File: src/rtl/mem_arbiter.sv
// -----------------------------------------------------------------------------
// mem_arbiter
//   Shares one single-port unified memory between the instruction-fetch side
//   (I-side) and the load/store side (D-side). Exactly one memory transaction
//   is in flight at a time. The D-side wins simultaneous requests, but a
//   streak counter limits how many back-to-back D grants can be given while a
//   fetch is waiting, so fetch can never be starved.
//
//   Transaction timeline (one column per cycle):
//     IDLE  : sample i_req/d_req, register the winner's fields onto mem_*
//     ISSUE : mem_req held with stable mem_* until mem_gnt
//     WAIT  : wait for mem_rvalid, capture mem_rdata (0 for stores)
//     RESP  : one-cycle i_rvalid or d_rvalid pulse to the owner, back to IDLE
//
// Parameters
//   STARVE_LIMIT  max consecutive D grants while i_req is pending (>= 1)
//
// Ports
//   clk, rst                 clock, synchronous active-high reset
//   i_req, i_addr            fetch request and byte address (word-aligned on mem_addr)
//   i_rvalid, i_rdata        fetch completion pulse and instruction word
//   d_req, d_we, d_addr,
//   d_wstrb, d_wdata         load/store request and its fields
//   d_rvalid, d_rdata        load/store completion pulse and load data (0 for stores)
//   mem_req, mem_we, mem_addr,
//   mem_wstrb, mem_wdata     request to the memory port, stable until mem_gnt
//   mem_gnt                  memory accepted the request this cycle
//   mem_rvalid, mem_rdata    memory response
//   busy                     a transaction is in progress
//   owner                    0 = I-side, 1 = D-side; current or last transaction
// -----------------------------------------------------------------------------
module mem_arbiter #(
   parameter int STARVE_LIMIT = 4
) (
   input  logic        clk,
   input  logic        rst,

   input  logic        i_req,
   input  logic [31:0] i_addr,
   output logic        i_rvalid,
   output logic [31:0] i_rdata,

   input  logic        d_req,
   input  logic        d_we,
   input  logic [31:0] d_addr,
   input  logic [3:0]  d_wstrb,
   input  logic [31:0] d_wdata,
   output logic        d_rvalid,
   output logic [31:0] d_rdata,

   output logic        mem_req,
   output logic        mem_we,
   output logic [31:0] mem_addr,
   output logic [3:0]  mem_wstrb,
   output logic [31:0] mem_wdata,
   input  logic        mem_gnt,
   input  logic        mem_rvalid,
   input  logic [31:0] mem_rdata,

   output logic        busy,
   output logic        owner
);

   localparam int                  STREAK_W   = $clog2(STARVE_LIMIT + 1);
   localparam logic [STREAK_W-1:0] STREAK_MAX = STREAK_W'(STARVE_LIMIT);
   localparam logic [STREAK_W-1:0] STREAK_ONE = STREAK_W'(1);

   localparam logic [1:0] S_IDLE  = 2'd0;
   localparam logic [1:0] S_ISSUE = 2'd1;
   localparam logic [1:0] S_WAIT  = 2'd2;
   localparam logic [1:0] S_RESP  = 2'd3;

   logic [1:0]          state;
   logic [STREAK_W-1:0] streak;
   logic                grant_d;
   logic                grant_i;
   logic                fetch_starved;

   // A fetch is starved once the D-side has used up its streak while the
   // fetch was pending; the fetch then wins the next arbitration.
   assign fetch_starved = i_req && (streak == STREAK_MAX);

   // NOTE: every output of a combinational block gets a default first, so no
   // path through the block leaves a value unassigned and no latch is inferred.
   always_comb begin
      grant_d = 1'b0;
      grant_i = 1'b0;
      if (d_req && !fetch_starved) begin
         grant_d = 1'b1;
      end else if (i_req) begin
         grant_i = 1'b1;
      end
   end

   assign busy = (state != S_IDLE);

   // NOTE: all sequential state uses non-blocking assignments so every
   // register samples the pre-edge values regardless of statement order.
   always_ff @(posedge clk) begin
      if (rst) begin
         state     <= S_IDLE;
         streak    <= '0;
         owner     <= 1'b0;
         mem_req   <= 1'b0;
         mem_we    <= 1'b0;
         mem_addr  <= 32'h0;
         mem_wstrb <= 4'h0;
         mem_wdata <= 32'h0;
         i_rvalid  <= 1'b0;
         i_rdata   <= 32'h0;
         d_rvalid  <= 1'b0;
         d_rdata   <= 32'h0;
      end else begin
         // Response pulses last exactly one cycle (the RESP cycle).
         i_rvalid <= 1'b0;
         d_rvalid <= 1'b0;

         case (state)
            S_IDLE: begin
               if (grant_d) begin
                  state     <= S_ISSUE;
                  owner     <= 1'b1;
                  mem_req   <= 1'b1;
                  mem_we    <= d_we;
                  mem_addr  <= d_addr;
                  mem_wstrb <= d_we ? d_wstrb : 4'h0;
                  mem_wdata <= d_wdata;
                  // The streak only grows while a fetch is actually waiting;
                  // an uncontested D grant starts the count over.
                  if (i_req) begin
                     streak <= (streak == STREAK_MAX) ? streak : streak + STREAK_ONE;
                  end else begin
                     streak <= '0;
                  end
               end else if (grant_i) begin
                  state     <= S_ISSUE;
                  owner     <= 1'b0;
                  mem_req   <= 1'b1;
                  mem_we    <= 1'b0;
                  mem_addr  <= i_addr & 32'hFFFF_FFFC;
                  mem_wstrb <= 4'h0;
                  mem_wdata <= 32'h0;
                  streak    <= '0;
               end
            end

            S_ISSUE: begin
               // Without a grant every mem_* field simply keeps its value.
               if (mem_gnt) begin
                  state   <= S_WAIT;
                  mem_req <= 1'b0;
               end
            end

            S_WAIT: begin
               if (mem_rvalid) begin
                  state <= S_RESP;
                  if (owner) begin
                     d_rvalid <= 1'b1;
                     d_rdata  <= mem_we ? 32'h0 : mem_rdata;
                  end else begin
                     i_rvalid <= 1'b1;
                     i_rdata  <= mem_rdata;
                  end
               end
            end

            S_RESP: begin
               state <= S_IDLE;
            end

            default: begin
               state <= S_IDLE;
            end
         endcase
      end
   end

endmodule
File: config.mk
export PLATFORM = sky130hd
export DESIGN_NAME = mem_arbiter
export DESIGN_NICKNAME = d
export VERILOG_FILES = /design/src/rtl/mem_arbiter.sv
export SDC_FILE = /design/constraint.sdc
export NUM_CORES = 1
export LEC_CHECK = 0
export CAP_MARGIN = 20
export CORE_ASPECT_RATIO = 1.25
export CORE_MARGIN = 1.5
export CORE_UTILIZATION = 35
export CTS_CLUSTER_DIAMETER = 80
export DETAILED_ROUTE_END_ITERATION = 6
export GPL_ROUTABILITY_DRIVEN = 0
export PLACE_DENSITY = 0.69
export SLEW_MARGIN = 20
export SYNTH_ARGS = -nofsm -noshare
export SYNTH_HDL_FRONTEND = slang
export SYNTH_SLANG_ARGS = --single-unit
File: constraint.sdc
create_clock -name clk -period 4.1 [get_ports clk]
set_input_delay 0.41 -clock clk [delete_from_list [all_inputs] [get_ports clk]]
set_output_delay 0.41 -clock clk [all_outputs]
set_load 0.02 [all_outputs]
Word-level counts from Yosys, hierarchy flattened --
Cells that the tools add are included. W data, S select, Z words.
Storage, ports and cells: flip-flop bits (word level) 142, output and inout bits 138, word-level logic and storage cells 67
Cells by class: add/subtract/negate cells 1, equality and inequality tests 8, mux-type cells 29, bitwise gates (word level) 3, reductions and logical operators 14
Operators with widths (number):
- $mux W32 | 5
- $reduce_and A3 Y1 | 5
- $mux W3 | 4
- $mux W4 | 3
- $mux W1 | 11
- $mux W2 | 4
- $pmux W2 S4 | 1
- $ne A3 B3 Y1 const B | 2
- $reduce_bool A2 Y1 | 3
- $eq A2 B2 Y1 const B | 2
- $ne A2 B2 Y1 const B | 2
- $add A3 B1 Y3 const B | 1
- $eq A3 B3 Y1 const B | 1
- $not A1 Y1 | 3
- $reduce_or A3 Y1 | 1
- $eq A2 B1 Y1 const B | 1
- $logic_and A1 B1 Y1 | 2
- $logic_not A2 Y1 | 1
- $pmux W1 S2 | 1
- $reduce_and A2 Y1 | 1
- $logic_not A1 Y1 | 1

Depth between registers and ports, before layout --
word-level depth 8, gate-level depth with buffers 7, gate-level depth less buffers 5

Worst setup path before layout --
No wires, ideal clock.
path kind register to register, start point reg state[0], end point reg streak[0], setup time 0.058 ns, arrival 1.539 ns, required time 4.042 ns, path slack 2.503 ns, cell stages (with the launch flop) 8, path through dfxtp_1 inv_1 ha_1 buf_4 inv_2 nor4_4 buf_6 a31o_1
On the way: longest elaborated chain between the ends 2
Ends and longest elaborated chain:
- start, declared | line 73 | logic [1:0] state;
- start signal, assigned | line 101 | state <= S_IDLE;
- start signal, assigned | line 121 | state <= S_ISSUE;
- start signal, assigned | line 136 | state <= S_ISSUE;
- $logic_not A2 Y1 | line 118 | case (state)
- $reduce_and A3 Y1 (no source line)
- end signal, assigned | line 131 | streak <= (streak == STREAK_MAX) ? streak : streak + STREAK_ONE;
- end, declared | line 74 | logic [STREAK_W-1:0] streak;
Every way passes these cells. A chain may end at the register's enable or synchronous reset.

Worst setup path in the final report --
start point reg state[0], end point out busy
On the way: longest elaborated chain between the ends 1
Ends and longest elaborated chain:
- $reduce_bool A2 Y1 | line 95 | assign busy = (state != S_IDLE);
- end, declared | line 60 | output logic busy,
Every way passes these cells.

==> flow_metrics.tcl <==
set metrics [dict create \
    outcome "completed" \
    yosysSeqAreaShare_pct 55.32 \
    period_needed_ps 2375 \
    pwr-share-clk_pct 31.2 \
    slew_violations 0 \
    async_flop_share_pct 0 \
    core_sq_mm 0.01435 \
    die_w_microns 111.4 \
    yosys_warnings 0 \
    syn_area_sq_mm 0.005139 \
    finalSetupViolCount 0 \
    leakage_nw 3.115 \
    dpl_cell_area_sq_mm 0.007946 \
    first_global_vias 5347 \
    syn2layout_area_growth_pct 66.16 \
    crit_start "state[0]" \
    post_cts_buffers 0 \
    cts_buffer_depth 2 \
    hp-class "in2reg" \
    slowest_stage "clkdlybuf4s50_1" \
    drtIter0Drc 364 \
    p_sw_w 0.001608 \
    io-pin-count 277 \
    fin_hold_ws_ps 371.3 \
    first_pass_iters 5 \
    synth.distinct_cells 37 \
    crit_path_end_kind "output pin" \
    avgSynthCellArea_sq_um 9.534 \
    cts_tree "yes" \
    max_slew_margin_pct 40.26 \
    required_ps 3690 \
    p_per_area_mw_per_mm2 585.4 \
    finalHoldViolations 0 \
    cpPeakStageDelay_ps 660 \
    grt_pass1_wl_mm 26.81 \
    root_buffer "clkbuf_16" \
    power_frac_seq_pct 35.3 \
    rsz0062_at_grt "false" \
    portBuffers 274 \
    fin_skew_ps 5.374 \
    arrival_ps 1970 \
    synth_area_leader_cell "dfxtp_1" \
    setup_slack_ps 1725 \
    post_cts_resized 0 \
    cts.sinks 142 \
    synthFlopType "dfxtp_1" \
    wirelength_mm 17.01 \
    synth_common_cells "dfxtp_1, nand2_1, a21oi_1" \
    wl_per_cell_microns 17.32 \
    reg2regPathDepth 6 \
    synth_cells 539 \
    synth_top_cell_area_share_pct 55.32 \
    post-place-ws_ps 1345 \
    critPathLaunchType "flop" \
    drt-vias-per-instance 5.253 \
    grt_max_degree 42 \
    fp-row-count 49 \
    path_class "reg2out" \
    tns_ps 0 \
    worstMarginPinSlew_ps 895.1 \
    path_cells "inv_1, ha_1, inv_2, clkdlybuf4s50_1" \
    min_to "owner" \
    nets 938 \
    clk_latency_ps 420 \
    pwr-share-comb_pct 33.5 \
    p_sw_share_pct 32.18 \
    p_int_w 0.003390 \
    vias 5158 \
    htreeDepth 4 \
    rr_endpoint "d_rdata[21]" \
    final_cell_area_sq_mm 0.008538 \
    r2r_slack_ps 2230 \
    synth-edff-count 0 \
    numCtsBuffers 17 \
    path_buf_inv 3 \
    ir_worst_vdd_uv 396.6 \
    ys_ff_latch 142 \
    min_path_cells 2 \
    synthMostInstantiatedCell "dfxtp_1" \
    synth_nets 684 \
    r2r_start "state[0]" \
    cp_max_fo 8 \
    yosys-top-cells-area "dfxtp_1, a22o_1, a21oi_1, o21ai_0, nand2_1" \
    final_layout_size_suffix_gt1_share_pct 5.846 \
    period_share_pct 57.93 \
    grt.total_usage_pct 21.60 \
    hold_buffers 0 \
    drc 0 \
    grt-ovfl-total 0 \
    hpwl_mm 11.86 \
    fp.dieH_microns 138.5 \
    clk_pin_slew_worst_paths_ps 50 \
    antenna_cells 0 \
    initial_utilization_pct 35.82 \
    dieArea_sq_mm 0.01542 \
    ant_nets 0 \
    antenna_found_initial 0 \
    clock.fmax_mhz 421.0 \
    maxCapViolations 0 \
    critPathTopFamily "buffers and inverters" \
    min-delay-start "rst" \
]
layer usage:
metal	up-vias	global-route usage [%]	routed length (microns)	part of all wire [%]
li1	2463	-	-	-
met3	33	6.708	1224	7.2
met1	2433	23.33	6596	39
met2	229	38.49	8718	51
met4	0	9.727	467	2.7
met5	-	0	0	0
kinds of logic (layout without fill, tap and decap cells):
group / count (synthesis) / count (layout) / synth area share (%)
buffers and inverters: 56 / 321 / 5.089
and+or+nand+nor: 99 / 99 / 8.741
DFF: 142 / 142 / 55.32
AOI/OAI and AO/OA: 236 / 236 / 29.39
adders and majority gates: 6 / 6 / 1.461
per-stage QoR:
step           utilization [%]  cells  power (W)
2_1_floorplan                -    539   0.002671
3_3_place_gp             55.39    952   0.003409
3_5_place_dp             55.39    952   0.003451
4_1_cts                  59.51    982   0.005026
5_1_grt                  59.52    982   0.005233
6_report                 59.52    982   0.004998
layout by cell type (no fill, tap or decap), types with 4 or more instances in the layout:
cell type / n
a21oi_1: 66
a22o_1: 64
a31oi_1: 31
a32oi_1: 6
buf_4: 10
clkbuf_1: 4
clkbuf_16: 17
clkdlybuf4s50_1: 273
dfxtp_1: 142
ha_1: 6
inv_1: 6
nand2_1: 68
nor2_1: 10
o21ai_0: 61
worst register-to-register path, delay by kind of cell, from the launching register on:
kind / cells / cell delay, ps
AND/OR/NAND/NOR: 2 / 550
buffers and inverters: 2 / 430
flip-flops: 1 / 360
adder cells (fa/ha/maj): 1 / 270
AO/OA/AOI/OAI: 1 / 200
layout make-up:
type | instances | area, sq um
clock buffer | 24 | 481.7
tap | 178 | 222.7
inverter | 7 | 26.28
timing repair buffer | 284 | 2813
clock inverter | 6 | 108.9
sequential | 142 | 2843
multi-input combinational | 341 | 2043
fill | 1234 | 5808
state kept, by name, summed over array words and instances, names as in the netlist, 2 cells and up:
name and flops:
d_rdata 32, i_rdata 32, mem_addr 32, mem_wdata 32, mem_wstrb 4, state 2
streak 3
worst max path at each step:
stage	end	slack, ps	depth (start not counted)
CTS	busy	1690	4
global placement	streak[1]	1430	5
detailed placement	mem_wdata[9]	1340	5
floorplan	streak[0]	2500	7
finish	busy	1720	4
global route	mem_wdata[6]	1620	5
power groups by stage:
stage,logic [W],registers [W],clock network [W]
6_report,0.00167,0.00176,0.00156
5_1_grt,0.00178,0.00179,0.00166
4_1_cts,0.00168,0.00176,0.00159
3_5_place_dp,0.00167,0.00178,0
3_3_place_gp,0.00163,0.00178,0
2_1_floorplan,0.000614,0.00206,0
Note: power is estimated with default switching activity, not from simulation.
